File: src/rtl/lc3b_types.sv
// Shared LC-3b pipeline types: data word, opcode encoding, decoded control word
// and the memory-access FSM state used by the MEM stage.
package lc3b_types;

  typedef logic [15:0] lc3b_word;

  typedef enum logic [3:0] {
    op_br   = 4'b0000,
    op_add  = 4'b0001,
    op_ldb  = 4'b0010,
    op_stb  = 4'b0011,
    op_jsr  = 4'b0100,
    op_and  = 4'b0101,
    op_ldr  = 4'b0110,
    op_str  = 4'b0111,
    op_rti  = 4'b1000,
    op_not  = 4'b1001,
    op_ldi  = 4'b1010,
    op_sti  = 4'b1011,
    op_jmp  = 4'b1100,
    op_shf  = 4'b1101,
    op_lea  = 4'b1110,
    op_trap = 4'b1111
  } lc3b_opcode;

  typedef struct packed {
    lc3b_opcode opcode;
    logic       mem_read;
    logic       mem_write;
  } lc3b_control_word;

  typedef enum logic [1:0] {
    IDLE,
    INDIRECT,
    ACCESS,
    DONE
  } lc3b_mem_state;

  function automatic logic is_byte_op(input lc3b_opcode op);
    return (op == op_ldb) || (op == op_stb);
  endfunction

  function automatic logic is_indirect_op(input lc3b_opcode op);
    return (op == op_ldi) || (op == op_sti);
  endfunction

endpackage

File: src/rtl/mem_data_align.sv
// Byte-lane selection for stores and load-result formatting for the MEM stage.
// Purely combinational; word ops pass straight through.
module mem_data_align
  import lc3b_types::*;
(
  input  lc3b_opcode  opcode,
  input  logic        addr_lsb,
  input  lc3b_word    wdata,
  input  lc3b_word    rdata,
  output logic [1:0]  byte_enable,
  output lc3b_word    wdata_fmt,
  output lc3b_word    rdata_fmt
);

  // NOTE: every output gets a default before any branch so no latch is inferred.
  always_comb begin
    byte_enable = 2'b11;
    wdata_fmt   = wdata;
    rdata_fmt   = rdata;
    if (is_byte_op(opcode)) begin
      byte_enable = addr_lsb ? 2'b10 : 2'b01;
      // Replicate the byte so it lands correctly whichever lane is enabled.
      wdata_fmt   = {wdata[7:0], wdata[7:0]};
      rdata_fmt   = {8'h00, (addr_lsb ? rdata[15:8] : rdata[7:0])};
    end
  end

endmodule

File: src/rtl/mem_access_unit.sv
// LC-3b MEM-stage data-memory sequencer: word, byte and indirect loads/stores
// against a variable-latency memory, stalling the pipeline while busy.
module mem_access_unit
  import lc3b_types::*;
(
  input  logic             clk,
  input  logic             rst,
  input  logic             ctrl_valid,
  input  lc3b_control_word ctrl,
  input  lc3b_word         address,
  input  lc3b_word         wdata,
  input  logic             dmem_resp,
  input  lc3b_word         dmem_rdata,
  output logic             dmem_read,
  output logic             dmem_write,
  output lc3b_word         dmem_address,
  output lc3b_word         dmem_wdata,
  output logic [1:0]       dmem_byte_enable,
  output logic             stall,
  output lc3b_word         rdata_out,
  output logic             done
);

  lc3b_mem_state state;
  lc3b_word      addr_q;
  lc3b_word      wdata_q;
  lc3b_opcode    opcode_q;
  logic          is_read_q;

  logic          accept;
  logic [1:0]    lane_be;
  lc3b_word      wdata_fmt;
  lc3b_word      rdata_fmt;

  assign accept = (state == IDLE) && ctrl_valid && (ctrl.mem_read || ctrl.mem_write);

  mem_data_align u_align (
    .opcode      (opcode_q),
    .addr_lsb    (addr_q[0]),
    .wdata       (wdata_q),
    .rdata       (dmem_rdata),
    .byte_enable (lane_be),
    .wdata_fmt   (wdata_fmt),
    .rdata_fmt   (rdata_fmt)
  );

  // NOTE: state is updated with non-blocking assignments and cleared by the async
  // reset, so the bus strobes decoded from it drop the instant rst rises.
  always_ff @(posedge clk or posedge rst) begin
    if (rst) begin
      state     <= IDLE;
      addr_q    <= '0;
      wdata_q   <= '0;
      opcode_q  <= op_br;
      is_read_q <= 1'b0;
      rdata_out <= '0;
    end else begin
      case (state)
        IDLE: begin
          if (accept) begin
            addr_q    <= address;
            wdata_q   <= wdata;
            opcode_q  <= ctrl.opcode;
            is_read_q <= ctrl.mem_read;
            state     <= is_indirect_op(ctrl.opcode) ? INDIRECT : ACCESS;
          end
        end
        INDIRECT: begin
          // The pointer fetched here becomes the effective address of the access.
          if (dmem_resp) begin
            addr_q <= dmem_rdata;
            state  <= ACCESS;
          end
        end
        ACCESS: begin
          if (dmem_resp) begin
            if (is_read_q) rdata_out <= rdata_fmt;
            state <= DONE;
          end
        end
        DONE:    state <= IDLE;
        default: state <= IDLE;
      endcase
    end
  end

  always_comb begin
    dmem_read        = 1'b0;
    dmem_write       = 1'b0;
    dmem_byte_enable = 2'b00;
    dmem_address     = {addr_q[15:1], 1'b0};
    dmem_wdata       = wdata_fmt;
    stall            = 1'b0;
    done             = 1'b0;
    case (state)
      IDLE:     stall = accept;
      INDIRECT: begin
        dmem_read        = 1'b1;
        dmem_byte_enable = 2'b11;
        stall            = 1'b1;
      end
      ACCESS: begin
        dmem_read        = is_read_q;
        dmem_write       = ~is_read_q;
        dmem_byte_enable = lane_be;
        stall            = 1'b1;
      end
      DONE:     done = 1'b1;
      default:  stall = 1'b0;
    endcase
  end

endmodule
File: config.mk
export PLATFORM = sky130hd
export DESIGN_NAME = mem_access_unit
export DESIGN_NICKNAME = d
export VERILOG_FILES = /design/src/rtl/lc3b_types.sv /design/src/rtl/mem_data_align.sv /design/src/rtl/mem_access_unit.sv
export SDC_FILE = /design/constraint.sdc
export NUM_CORES = 1
export LEC_CHECK = 0
export CAP_MARGIN = 20
export CORE_MARGIN = 2
export CORE_UTILIZATION = 30
export DETAILED_ROUTE_END_ITERATION = 16
export PLACE_DENSITY = 0.71
export SYNTH_ARGS = -nofsm -noshare
export SYNTH_HDL_FRONTEND = slang
export SYNTH_HIERARCHICAL = 1
export SYNTH_SLANG_ARGS = --single-unit
export TNS_END_PERCENT = 50
File: constraint.sdc
create_clock -name clk -period 1.8 [get_ports clk]
set_input_delay 0.36 -clock clk [delete_from_list [all_inputs] [get_ports clk]]
set_output_delay 0.36 -clock clk [all_outputs]
set_load 0.1 [all_outputs]
# Yosys cells after proc, flatten, opt, wreduce, memory -nomap -nowiden
# Cells that the tools add are included.
# totals
reg_bits,55
input_bits,58
wordCells,47
out_inout_bits,54
# classes
bitwise_logic,1
n_eq_ne,10
muxes,18
n_reduce_logical,12
# ops
op,n
16-bit 2-to-1 mux,4
16-bit one-hot mux with 2 select lines,1
2-bit 2-to-1 mux,6
3-bit AND reduction,3
"4-bit by 2-bit == test with 1-bit output, second input constant",2
"4-bit == test, second input constant",2
8-bit 2-to-1 mux,1
2-bit one-hot mux with 4 select lines,1
"2-bit != test, second input constant",3
"2-bit == test, second input constant",2
1-bit one-hot mux with 2 select lines,2
2-bit one-hot mux with 2 select lines,1
1-bit logical OR,3
"2-bit by 1-bit == test with 1-bit output, second input constant",1
1-bit logical AND,2
2-bit zero test,1
1-bit 2-to-1 mux,2
2-bit AND reduction,1
2-bit nonzero test,1
2-bit OR reduction,1
1-bit inverter,1

# Depth between registers and ports, before layout
# Gate-level depths: netlist of the first run.
# depth
ltp_word,5
depth_mapped,7

# By module
# Netlist of the first run, hierarchy kept.
# by_module_without_submodules
mod,area_each_um2,cells_per_inst,instances,seq_area_each_um2
mem_access_unit,2585.0,180,1,1376.3
mem_data_align,354.1,38,1,0.0

# Worst setup path after synthesis of the first run
# No wires, ideal clock.
# synth_path
kind,register -> output
from,register state[0]
to,output port stall
n_path_buf,0
slack_ps,-1147
arrival_ps,2587
path_stages_with_launch,3
required_time_ps,1440
path_cell_list,dfrtp_1 > ha_1 > a21oi_1
# synth_between
elab_chain_len,4
word_cells_on_any_way,7
# synth_rtl
item,line_no,text
start: declaration,mem_access_unit.sv:24,lc3b_mem_state state;
start signal: assignment,mem_access_unit.sv:65,state <= is_indirect_op(ctrl.opcode) ? INDIRECT : ACCESS;
2-bit zero test,"mem_access_unit.sv:35, mem_access_unit.sv:95",
1-bit logical AND (2 in a row),mem_access_unit.sv:35,assign accept = (state == IDLE) && ctrl_valid && (ctrl.mem_read || ctrl.mem_write);
1-bit one-hot mux with 2 select lines *,mem_access_unit.sv:95,case (state)
end: declaration,mem_access_unit.sv:19,"output logic stall,"
# Mark *: on every way between the ends. The rest lies on a longest branch, timed or not.

# Worst setup path after layout of the first run
# layout_path
from,register opcode_q[2]
to,output port dmem_wdata[10]
# layout_between
elab_chain_len,3
word_cells_on_any_way,4
# layout_rtl
item,line_no,text
start: declaration,mem_access_unit.sv:27,lc3b_opcode opcode_q;
start signal: assignment,mem_access_unit.sv:54,opcode_q <= op_br;
start signal: assignment,mem_access_unit.sv:63,opcode_q <= ctrl.opcode;
4-bit by 2-bit == test with 1-bit output,lc3b_types.sv:40,return (op == op_ldb) || (op == op_stb);
1-bit logical OR *,lc3b_types.sv:40,
16-bit 2-to-1 mux *,mem_data_align.sv:20,if (is_byte_op(opcode)) begin
end: declaration,mem_access_unit.sv:17,"output lc3b_word dmem_wdata,"
# Marked as above.

==> insert_results.sql, run 1 <==
INSERT INTO impl_metrics (metric_group, metric, value, unit) VALUES
('status', 'run_status', 'complete, but fails checks', ''),
('status', 'violated_checks', 'setup timing', ''),
('final_layout', 'instances_no_fill', '459', ''),
('clock_network', 'clk_latency', '0.30', 'ns'),
('route', 'drt.antenna.violating_nets', '0', ''),
('synth', 'avg_cell_area_syn', '13.44', 'µm²'),
('worst_setup_path', 'crit_path_arrival_time', '1.73', 'ns'),
('worst_setup_path', 'critical-path-max-stage-delay', '0.42', 'ns'),
('final_layout', 'antenna_cells', '0', ''),
('final_layout', 'final_cell_mix', 'sky130_fd_sc_hd__mux2_2, sky130_fd_sc_hd__buf_12, sky130_fd_sc_hd__clkdlybuf4s50_1, sky130_fd_sc_hd__dfrtp_1, sky130_fd_sc_hd__mux2_4', ''),
('place', 'routabilityCongestion', '0.7606', ''),
('route', 'detail_route.drc_violations', '0', ''),
('global_route', 'initial_antenna_violation_count', '0', ''),
('clock_network', 'clkSinkCount', '54', ''),
('clock_network', 'clk_path_buf_depth', '2', ''),
('synth', 'post_synth_inst_count', '216', ''),
('clock_network', 'clkSlewWorstSetupHoldPaths', '0.10', 'ns'),
('route', 'routed_wl', '7.093', 'mm'),
('place', 'buffer_ports.inserted', '109', ''),
('timing', 'skew', '0.009746', 'ns'),
('global_route', 'global_route.overflow_total', '0', ''),
('floorplanning', 'floorplan.die.width', '102.4', 'µm'),
('place', 'hpwlAfterDp', '5.504', 'mm'),
('worst_setup_path', 'path_common_cell', 'sky130_fd_sc_hd__buf_12', ''),
('final_layout', 'drive_above_1_share', '60.61', '%'),
('clock_network', 'cts_root_buf', 'sky130_fd_sc_hd__clkbuf_8', ''),
('job', 'max-cap-violations', '0', ''),
('floorplanning', 'rows', '35', ''),
('floorplanning', 'design.die.area', '10480', 'µm²'),
('timing', 'final_critical_path_setup_slack', '-0.2938', 'ns'),
('timing', 'number_of_hold_violations_in_the_final_report', '0', ''),
('timing', 'post-route-min-period', '2.094', 'ns'),
('floorplanning', 'chipHeight', '102.4', 'µm'),
('timing', 'report.final.slew_viol_count', '0', ''),
('route', 'detail_route.vias_per_cell', '4.431', ''),
('final_layout', 'mostFrequentLayoutCell', 'sky130_fd_sc_hd__mux2_2', ''),
('route', 'via_count', '2034', ''),
('clock_network', 'cts-buffers-inserted', '5', ''),
('synth', 'warnings_synthesis', '6', ''),
('worst_setup_path', 'cp_data_required_time', '1.44', 'ns'),
('final_layout', 'finish.net_count', '391', ''),
('worst_setup_path', 'endpoint_kind', 'output port', ''),
('route', 'drt_pass1_iterations', '4', ''),
('route', 'dr.first_iter.drc_count', '20', ''),
('global_route', 'grt_util_all_layers', '13.91', '%'),
('synth', 'syn_area', '2903', 'µm²'),
('floorplanning', 'floorplan.initialDensity', '31.12', '%'),
('min_path', 'hold_path_class', 'primary input to async pin', ''),
('clock_network', 'cts_tree', 'yes', ''),
('floorplanning', 'floorplan.io_pins', '112', ''),
('synth', 'syn_nets', '278', ''),
('floorplanning', 'core_area', '9328', 'µm²'),
('place', 'post-place-cells', '444', ''),
('final_layout', 'areaGrowthSynthToFinish', '74.57', '%'),
('global_route', 'grt_pass1_vias', '2174', ''),
('clock_network', 'clock_tree.htree_level_count', '2', ''),
('worst_setup_path', 'crit_path_cell_trace', 'nor3b_4 > buf_6 > buf_12 > mux2_4 > buf_12', ''),
('route', 'avgRoutedWirePerCell', '15.45', 'µm'),
('timing', 'unrepaired_setup_endpoints_after_global_routing', 'yes', ''),
('timing', 'highest_clock_frequency_the_design_can_meet', '477.6', 'MHz'),
('worst_setup_path', 'start_kind', 'flop', ''),
('global_route', 'grt_pass1_wl', '11.14', 'mm'),
('global_route', 'pin_count_of_the_biggest_net_entering_global_routing', '25', ''),
('worst_setup_path', 'worst-setup-path-type', 'flop to output port', ''),
('worst_setup_path', 'cpMaxStageDelayCell', 'sky130_fd_sc_hd__dfrtp_1', ''),
('timing', 'setup_violations', '12', ''),
('worst_setup_path', 'critical_path.max_fanout', '7', ''),
('timing', 'final_min_period_over_clock_period', '116.3', '%');
[registers in the layout, summed over array words and instances, names as in the netlist]
register / cells
addr_q: 16
state: 2
wdata_q: 16
is_read_q: 1
opcode_q: 3
rdata_out: 16
[critical path: cells and delay by family (launching register included)]
kind,cells,cell delay [ns]
and+or+nand+nor,1,0.24
DFF,1,0.42
muxes,1,0.32
buffers and inverters,3,0.45
[layout make-up]
class,count,area (µm²)
Multi-Input combinational cell,123,1451
Sequential cell,54,1351
Fill cell,776,4260
Inverter,6,28.78
Timing Repair Buffer,139,1937
Tap cell,129,161.4
Clock inverter,3,68.82
Clock buffer,5,68.82
[metrics by stage]
stage	hold slack, ns	TNS (ns)	utilization [%]	area, µm²	setup WS (ns)
2_1_floorplan	0.4753	-0.3735	-	2952	-0.1829
3_3_place_gp	0.4852	-2.462	50.46	4707	-0.1448
3_5_place_dp	0.4916	-3.058	50.46	4707	-0.1708
4_1_cts	0.3826	-2.763	53.92	5030	-0.2778
5_1_grt	0.4041	-3.856	54.33	5067	-0.3667
6_report	0.3771	-2.798	54.33	5067	-0.2938
[per-layer routing]
metal / vias to the layer above / routed length (µm) / track usage, %
met5: - / 0 / 0
li1: 956 / - / -
met2: 55 / 3563 / 23.73
met3: 8 / 353 / 3.283
met4: 0 / 88 / 3.795
met1: 1015 / 3087 / 17.72
[final timing paths]
check | startpoint | to | slack (ns) | depth (start not counted)
min in group clk | wdata_q[13] | wdata_q[13] | 0.51 | 1
max in group asynchronous | rst | addr_q[6] | 0.94 | 3
worst min-delay path | rst | wdata_q[13] | 0.38 | 2
worst max register to register | state[0] | addr_q[13] | 0.03 | 6
worst min register to register | wdata_q[13] | wdata_q[13] | 0.51 | 1
worst max-delay path | opcode_q[2] | dmem_wdata[10] | -0.29 | 5
[repair_timing]
action | in CTS | in global routing
pin swaps | 8 | 4
endpoints found under the setup margin | 29 | 21
setup buffers | 6 | 2
hold buffers | 0 | 0
gates cloned | 0 | 0
resized for setup | 34 | 9
Power of run 1 is left out: the tool's default activity adds up to more than one toggle a clock period on the data nets, which glitch-free logic cannot reach.
==> run 2, diff against run 1 <==
- CORE_UTILIZATION: 30 -> 40
- PLACE_DENSITY: 0.71 -> 0.88
==> insert_results.sql, run 2 (synthesized netlist as in run 1, its figures left out) <==
INSERT INTO impl_metrics (metric_group, metric, value, unit) VALUES
('route', 'via_count', '1995', ''),
('route', 'detailroute.wirelength.met3', '265', 'µm'),
('timing', 'setup_violations', '14', ''),
('final_layout', 'areaGrowthSynthToFinish', '68.92', '%'),
('worst_setup_path', 'crit_path_arrival_time', '1.67', 'ns'),
('place', 'buffer_ports.inserted', '109', ''),
('final_layout', 'final_cell_mix', 'sky130_fd_sc_hd__mux2_2, sky130_fd_sc_hd__clkdlybuf4s50_1, sky130_fd_sc_hd__buf_12, sky130_fd_sc_hd__dfrtp_1, sky130_fd_sc_hd__mux2_4', ''),
('clock_network', 'cts_tree', 'yes', ''),
('timing', 'hold_slack', '0.4271', 'ns'),
('status', 'run_status', 'complete, but fails checks', ''),
('worst_setup_path', 'start_kind', 'flop', ''),
('route', 'routed_wl', '7.344', 'mm'),
('global_route', 'global_route.overflow_total', '0', ''),
('clock_network', 'cts-buffers-inserted', '5', ''),
('final_layout', 'fillCellCount', '504', ''),
('timing', 'skew', '0.005200', 'ns'),
('global_route', 'pin_count_of_the_biggest_net_entering_global_routing', '55', ''),
('final_layout', 'antenna_cells', '0', ''),
('floorplanning', 'floorplan.initialDensity', '40.67', '%'),
('timing', 'post-route-min-period', '2.029', 'ns'),
('job', 'max-cap-violations', '0', ''),
('floorplanning', 'core_area', '7137', 'µm²'),
('route', 'detail_route.drc_violations', '0', ''),
('final_layout', 'finalInstanceArea', '4903', 'µm²'),
('status', 'violated_checks', 'setup timing', ''),
('final_layout', 'finish.net_count', '386', ''),
('route', 'drt_pass1_iterations', '4', ''),
('floorplanning', 'rows', '31', ''),
('timing', 'highest_clock_frequency_the_design_can_meet', '492.9', 'MHz'),
('global_route', 'grt_pass1_vias', '2279', ''),
('clock_network', 'cts-hold-fix-buffers', '0', ''),
('timing', 'number_of_hold_violations_in_the_final_report', '0', ''),
('floorplanning', 'chipHeight', '89.19', 'µm'),
('route', 'maxUsedRoutingLayer', 'met4', ''),
('route', 'm1WireLength', '2.973', 'mm'),
('final_layout', 'mostFrequentLayoutCell', 'sky130_fd_sc_hd__mux2_2', ''),
('final_layout', 'drive_above_1_share', '59.69', '%'),
('global_route', 'initial_antenna_violation_count', '0', ''),
('place', 'routabilityCongestion', '0.8069', ''),
('clock_network', 'clock_tree.htree_level_count', '2', ''),
('clock_network', 'cts_root_buf', 'sky130_fd_sc_hd__clkbuf_8', ''),
('route', 'met2_length', '4.026', 'mm'),
('place', 'hpwlAfterDp', '5.499', 'mm'),
('worst_setup_path', 'endpoint_kind', 'output port', ''),
('timing', 'report.final.slew_viol_count', '0', ''),
('route', 'dr.first_iter.drc_count', '59', ''),
('route', 'drt.antenna.violating_nets', '0', ''),
('route', 'avgRoutedWirePerCell', '17.32', 'µm'),
('worst_setup_path', 'cp_data_required_time', '1.44', 'ns'),
('clock_network', 'clkSlewWorstSetupHoldPaths', '0.09', 'ns'),
('final_layout', 'largest_registers', 'addr_q: 16 flops, rdata_out: 16 flops, wdata_q: 16 flops', ''),
('floorplanning', 'floorplan.die.width', '89.19', 'µm'),
('route', 'detail_route.vias_per_cell', '4.705', ''),
('floorplanning', 'floorplan.io_pins', '112', ''),
('floorplanning', 'design.die.area', '7954', 'µm²'),
('timing', 'final_critical_path_setup_slack', '-0.2290', 'ns'),
('worst_setup_path', 'critical_path.max_fanout', '7', ''),
('min_path', 'hold_path_class', 'primary input to async pin', ''),
('place', 'post_dp_cell_area', '4622', 'µm²'),
('clock_network', 'clk_path_buf_depth', '2', ''),
('timing', 'unrepaired_setup_endpoints_after_global_routing', 'yes', ''),
('global_route', 'grt_util_all_layers', '19.68', '%'),
('timing', 'final_min_period_over_clock_period', '112.7', '%'),
('clock_network', 'clkSinkCount', '54', ''),
('timing', 'timing.setup.tns', '-2.490', 'ns'),
('global_route', 'grt_pass1_wl', '11.61', 'mm'),
('place', 'dpl_worst_slack', '-0.1765', 'ns'),
('worst_setup_path', 'worst-setup-path-type', 'flop to output port', ''),
('clock_network', 'clk_latency', '0.30', 'ns');
run 2: cell count changes in the layout (fill, tap and decap cells not counted), sizes merged:
cell	delta
buf	-5
bufinv	-2
clkbuf	+3
clkinv	-1
run 2: cell type report:
class | instances | area (µm²) | share of cell area [%]
clock buffer | 8 | 110.1 | 2.245
timing repair buffer | 134 | 1858 | 37.89
sequential | 54 | 1351 | 27.56
tap | 99 | 123.9 | 2.526
multi-input combinational | 123 | 1431 | 29.19
inverter | 6 | 28.78 | 0.5869
run 2: critical path: stages (launching register included):
cell                      delay, ns
sky130_fd_sc_hd__dfrtp_1       0.42
sky130_fd_sc_hd__nor3b_4       0.25
sky130_fd_sc_hd__buf_6         0.19
sky130_fd_sc_hd__mux2_4        0.33
sky130_fd_sc_hd__buf_12        0.17
run 2: worst paths after layout:
path                        startpoint        endpoint  slack (ns)  depth (start not counted)
min in group clk           wdata_q[14]     wdata_q[14]        0.51                          1
min                                rst      wdata_q[2]        0.43                          3
max                        opcode_q[3]  dmem_wdata[14]       -0.23                          4
max in group asynchronous          rst      addr_q[11]        1.14                          3
min reg2reg                wdata_q[14]     wdata_q[14]        0.51                          1
max reg2reg                   state[0]      addr_q[14]       -0.01                          6
run 2: metrics by stage:
stage | cells | utilization, %
after floorplan | 216 | -
after global placement | 411 | 64.76
after detailed placement | 411 | 64.76
after CTS | 423 | 68.22
after global routing | 424 | 68.71
final | 424 | 68.71
run 2: per-layer routing:
layer / track usage, % / vias up
met5: 0 / -
met3: 3.416 / 6
met1: 24.28 / 991
met4: 5.156 / 0
met2: 35.56 / 53
li1: - / 945
run 2: repair_timing:
action,4_1_cts,5_1_grt
gates cloned,0,0
endpoints found under the setup margin,19,21
buffers inserted,4,1
resized for setup,25,8
pin swaps,5,4
Power of run 2 is left out for the same reason.
==> run 3, diff against run 2 <==
- CORE_MARGIN: 2 -> 3
==> insert_results.sql, run 3 (synthesized netlist as in run 1, its figures left out) <==
INSERT INTO impl_metrics (metric_group, metric, value, unit) VALUES
('floorplanning', 'design.die.area', '8315', 'µm²'),
('timing', 'report.final.slew_viol_count', '0', ''),
('final_layout', 'finish.net_count', '393', ''),
('job', 'max-cap-violations', '0', ''),
('final_layout', 'mostFrequentLayoutCell', 'sky130_fd_sc_hd__buf_12', ''),
('place', 'dpl_worst_slack', '-0.2136', 'ns'),
('place', 'hpwlAfterDp', '5.908', 'mm'),
('worst_setup_path', 'critical_path_buf_inv_count', '2', ''),
('timing', 'unrepaired_setup_endpoints_after_global_routing', 'yes', ''),
('worst_setup_path', 'critical-path-max-stage-delay', '0.42', 'ns'),
('timing', 'final_min_period_over_clock_period', '117.2', '%'),
('timing', 'number_of_hold_violations_in_the_final_report', '0', ''),
('route', 'detail_route.vias_per_cell', '4.855', ''),
('route', 'detail_route.drc_violations', '0', ''),
('worst_setup_path', 'critical_path.reg2reg.startpoint', 'state[0]', ''),
('global_route', 'global_route.overflow_total', '0', ''),
('clock_network', 'clk_latency', '0.30', 'ns'),
('timing', 'timing.setup.tns', '-3.627', 'ns'),
('final_layout', 'fillCellCount', '467', ''),
('worst_setup_path', 'crit_path_cell_trace', 'nor3b_4 > buf_12 > mux2_4 > buf_12', ''),
('route', 'via_count', '2078', ''),
('clock_network', 'clock_tree.htree_level_count', '2', ''),
('timing', 'post-route-min-period', '2.109', 'ns'),
('final_layout', 'multi_input_area', '1456', 'µm²'),
('worst_setup_path', 'critical_path.max_fanout', '7', ''),
('timing', 'highest_clock_frequency_the_design_can_meet', '474.1', 'MHz'),
('global_route', 'pin_count_of_the_biggest_net_entering_global_routing', '26', ''),
('worst_setup_path', 'path_common_cell', 'sky130_fd_sc_hd__buf_12', ''),
('timing', 'skew', '0.005535', 'ns'),
('clock_network', 'clkSinkCount', '54', ''),
('final_layout', 'instances_no_fill', '428', ''),
('worst_setup_path', 'critical_path_depth', '4', ''),
('route', 'drt_pass1_iterations', '4', ''),
('timing', 'final_critical_path_setup_slack', '-0.3094', 'ns'),
('global_route', 'initial_antenna_violation_count', '0', ''),
('route', 'avgRoutedWirePerCell', '18.42', 'µm'),
('clock_network', 'cts_tree', 'yes', ''),
('worst_setup_path', 'cpMaxStageDelayCell', 'sky130_fd_sc_hd__dfrtp_1', ''),
('floorplanning', 'floorplan.initialDensity', '42.03', '%'),
('status', 'violated_checks', 'setup timing', ''),
('final_layout', 'sequential_area', '1353', 'µm²'),
('clock_network', 'clkSlewWorstSetupHoldPaths', '0.09', 'ns'),
('final_layout', 'final_cell_mix', 'sky130_fd_sc_hd__buf_12, sky130_fd_sc_hd__mux2_2, sky130_fd_sc_hd__clkdlybuf4s50_1, sky130_fd_sc_hd__dfrtp_1, sky130_fd_sc_hd__mux2_4', ''),
('clock_network', 'cts-buffers-inserted', '5', ''),
('place', 'post-place-cells', '406', ''),
('worst_setup_path', 'r2r-end', 'addr_q[13]', ''),
('floorplanning', 'floorplan.io_pins', '112', ''),
('final_layout', 'antenna_cells', '0', ''),
('clock_network', 'clk_path_buf_depth', '2', ''),
('global_route', 'grt_util_all_layers', '19.27', '%'),
('worst_setup_path', 'start_kind', 'flop', ''),
('final_layout', 'largest_registers', 'addr_q: 16 flops, rdata_out: 16 flops, wdata_q: 16 flops', ''),
('worst_setup_path', 'endpoint_kind', 'output port', ''),
('status', 'run_status', 'complete, but fails checks', ''),
('worst_setup_path', 'crit_path_arrival_time', '1.75', 'ns'),
('timing', 'setup_violations', '21', ''),
('worst_setup_path', 'crit_family', 'flip-flops', ''),
('place', 'buffer_ports.inserted', '109', ''),
('floorplanning', 'chipHeight', '91.19', 'µm'),
('worst_setup_path', 'cp_data_required_time', '1.44', 'ns'),
('min_path', 'hold_path_class', 'primary input to async pin', ''),
('route', 'routed_wl', '7.883', 'mm'),
('worst_setup_path', 'cell_count_of_the_worst_reg_to_reg_path', '7', ''),
('worst_setup_path', 'reg2reg_slack', '-0.08', 'ns'),
('floorplanning', 'rows', '30', ''),
('route', 'drt.antenna.violating_nets', '0', ''),
('global_route', 'grt_pass1_wl', '12.60', 'mm'),
('final_layout', 'areaGrowthSynthToFinish', '73.32', '%'),
('floorplanning', 'core_area', '6907', 'µm²'),
('worst_setup_path', 'worst-setup-path-type', 'flop to output port', ''),
('route', 'dr.first_iter.drc_count', '76', ''),
('global_route', 'grt_pass1_vias', '2331', ''),
('clock_network', 'cts_root_buf', 'sky130_fd_sc_hd__clkbuf_8', ''),
('final_layout', 'drive_above_1_share', '60.84', '%'),
('place', 'routabilityCongestion', '0.8149', ''),
('floorplanning', 'floorplan.die.width', '91.19', 'µm');
run 3: changes by cell type in the layout (fill, tap and decap cells not counted), sizes merged:
| cell | delta |
|---|---|
| buf | +6 |
| clkinv | +1 |
run 3: per-stage QoR:
stage | hold WS (ns) | utilization (%) | cell area (µm²)
after CTS | 0.3600 | 72.32 | 4995
after global placement | 0.4850 | 67.19 | 4641
final | 0.3495 | 72.84 | 5031
after floorplan | 0.4753 | - | 2952
after global routing | 0.3680 | 72.84 | 5031
after detailed placement | 0.4904 | 67.19 | 4641
run 3: final cells by class:
cell class / instances / share of cell area (%)
Clock buffer: 7 / 1.716
Clock inverter: 1 / 0.09948
Inverter: 6 / 0.5720
Multi-Input combinational cell: 123 / 28.95
Sequential cell: 54 / 26.88
Tap cell: 96 / 2.387
Timing Repair Buffer: 141 / 39.39
run 3: worst reg2reg max path: stages, from the launching register on:
cell and delay, ns:
sky130_fd_sc_hd__dfrtp_2 0.44, sky130_fd_sc_hd__buf_4 0.15, sky130_fd_sc_hd__ha_4 0.18, sky130_fd_sc_hd__nor2b_4 0.14
sky130_fd_sc_hd__a211oi_4 0.24, sky130_fd_sc_hd__buf_4 0.18, sky130_fd_sc_hd__buf_12 0.13, sky130_fd_sc_hd__mux2_4 0.31
run 3: how the worst max path moves through the flow:
stage / slack, ns / start / end
2_1_floorplan: -0.18 / state[0] / stall
3_3_place_gp: -0.15 / ctrl_valid / addr_q[13]
3_5_place_dp: -0.21 / ctrl_valid / addr_q[13]
4_1_cts: -0.30 / opcode_q[2] / dmem_wdata[12]
5_1_grt: -0.38 / opcode_q[3] / dmem_wdata[10]
6_report: -0.31 / opcode_q[3] / dmem_wdata[10]
run 3: layer usage:
layer	track usage, %	routed length [µm]
met4	4.648	80
met3	2.403	233
met2	36.11	4443
met1	23.26	3124
met5	0	0
run 3: timing repair:
item,CTS,global route
cloned,1,0
endpoints found under the setup margin,29,29
gates resized for setup,37,8
hold buffers,0,0
setup buffers,11,2
pin swaps,8,4
Power of run 3 is left out for the same reason.
==> patch (flow settings as in run 3) <==
Make the reset (`rst`) synchronous in one clocked block. Comments in the files are not updated.
--- a/src/rtl/mem_access_unit.sv
+++ b/src/rtl/mem_access_unit.sv
@@ -46,7 +46,7 @@
 
   // NOTE: state is updated with non-blocking assignments and cleared by the async
   // reset, so the bus strobes decoded from it drop the instant rst rises.
-  always_ff @(posedge clk or posedge rst) begin
+  always_ff @(posedge clk) begin
     if (rst) begin
       state     <= IDLE;
       addr_q    <= '0;
Check against the original RTL: differs if rst is asserted again (counterexample within 4 cycles, from zero or initial values and one cycle with rst high); with rst held inactive, the same outputs for 10 cycles.
==> patch against run 3 <==
  * The run still ends with setup timing left
  * Design area is 6.3% lower
  * Synthesized area fell by 0.73%
  * Critical endpoint unchanged
  * Largest cell class unchanged
  * Setup slack improved by 0.19 ns
  * Routed wire length grew 2.9%
  * Clock skew increased by 0.0017 ns
  * Critical path type unchanged
  * Sequential cell count stayed put
  * First-iteration DRC count is 2.6% lower
  * Non-clock buffer count decreased by 9
  * Synthesized cell count is 55% higher
==> patch: results (changes against run 3) <==
global_routing:
  grt_max_degree: 33  # +27%
  grt_pass1_vias: 2798  # +20%
logic_synthesis:
  synth_nets: 397  # +43%
timing:
  fin_ws_ns: -0.121  # +0.188 ns
  clock_skew_ns: 0.00726  # +0.00173 ns
  setup_violations: 11  # -48%
power_and_ir_drop:
  power_uw: 6730
finish:
  inverters: 19  # +13
  syn_to_final_growth_pct: 63.6
  nClkBuffers: 6  # -1
  bufAreaShareNonClock_pct: 38.8  # -0.56 points
  clkCellAreaFrac_pct: 1.70  # -0.12 points
  fin_nets: 489  # +24%
routing:
  drt-initial-drc-count: 74  # -2.6%
  routed-wl-met3_um: 582  # +150%
  met2_length_um: 4210  # -5.3%
  wl_um: 8110  # +2.9%
  vias: 2661  # +28%
worst_hold_path:
  hold_class: "input pin to register"
status:
  violations: "setup timing"
  status: "finished with violations"
critical_path:
  r2r_cells: 6  # -1
  worstReg2RegStart: "state[1]"
  r2r_setup_slack_ns: 0.08  # +0.16 ns
  cp_max_fo: 8  # +1
placed_design:
  gp_congestion: 0.849  # +4.2%
  dp_hpwl_um: 6190  # +4.8%
  placement.cell_area_sq_um: 4540  # -2.1%
==> patch: through the flow <==
step | setup TNS (ns) | cells
after global routing | -1.92 | 523
final | -1.08 | 523
after floorplan | -0.579 | 335
after detailed placement | -0.125 | 514
after global placement | 0 | 514
after CTS | -1.19 | 523
==> patch: worst min path at each step <==
stage	endpoint	cells after the start	slack, ns	startpoint
3_5_place_dp	wdata_q[12]	2	0.45	wdata_q[12]
3_3_place_gp	wdata_q[13]	2	0.44	wdata_q[13]
2_1_floorplan	wdata_q[13]	2	0.43	wdata_q[13]
4_1_cts	opcode_q[1]	2	0.31	rst
6_report	opcode_q[1]	2	0.32	rst
5_1_grt	opcode_q[2]	2	0.33	rst
==> patch: repair_timing <==
action	in CTS	in global routing
hold buffers	0	0
pin swaps	4	0
resized for setup	27	0
hold endpoints to repair	0	0
buffers inserted	2	0
gates cloned	0	0
endpoints found under the setup margin	14	15
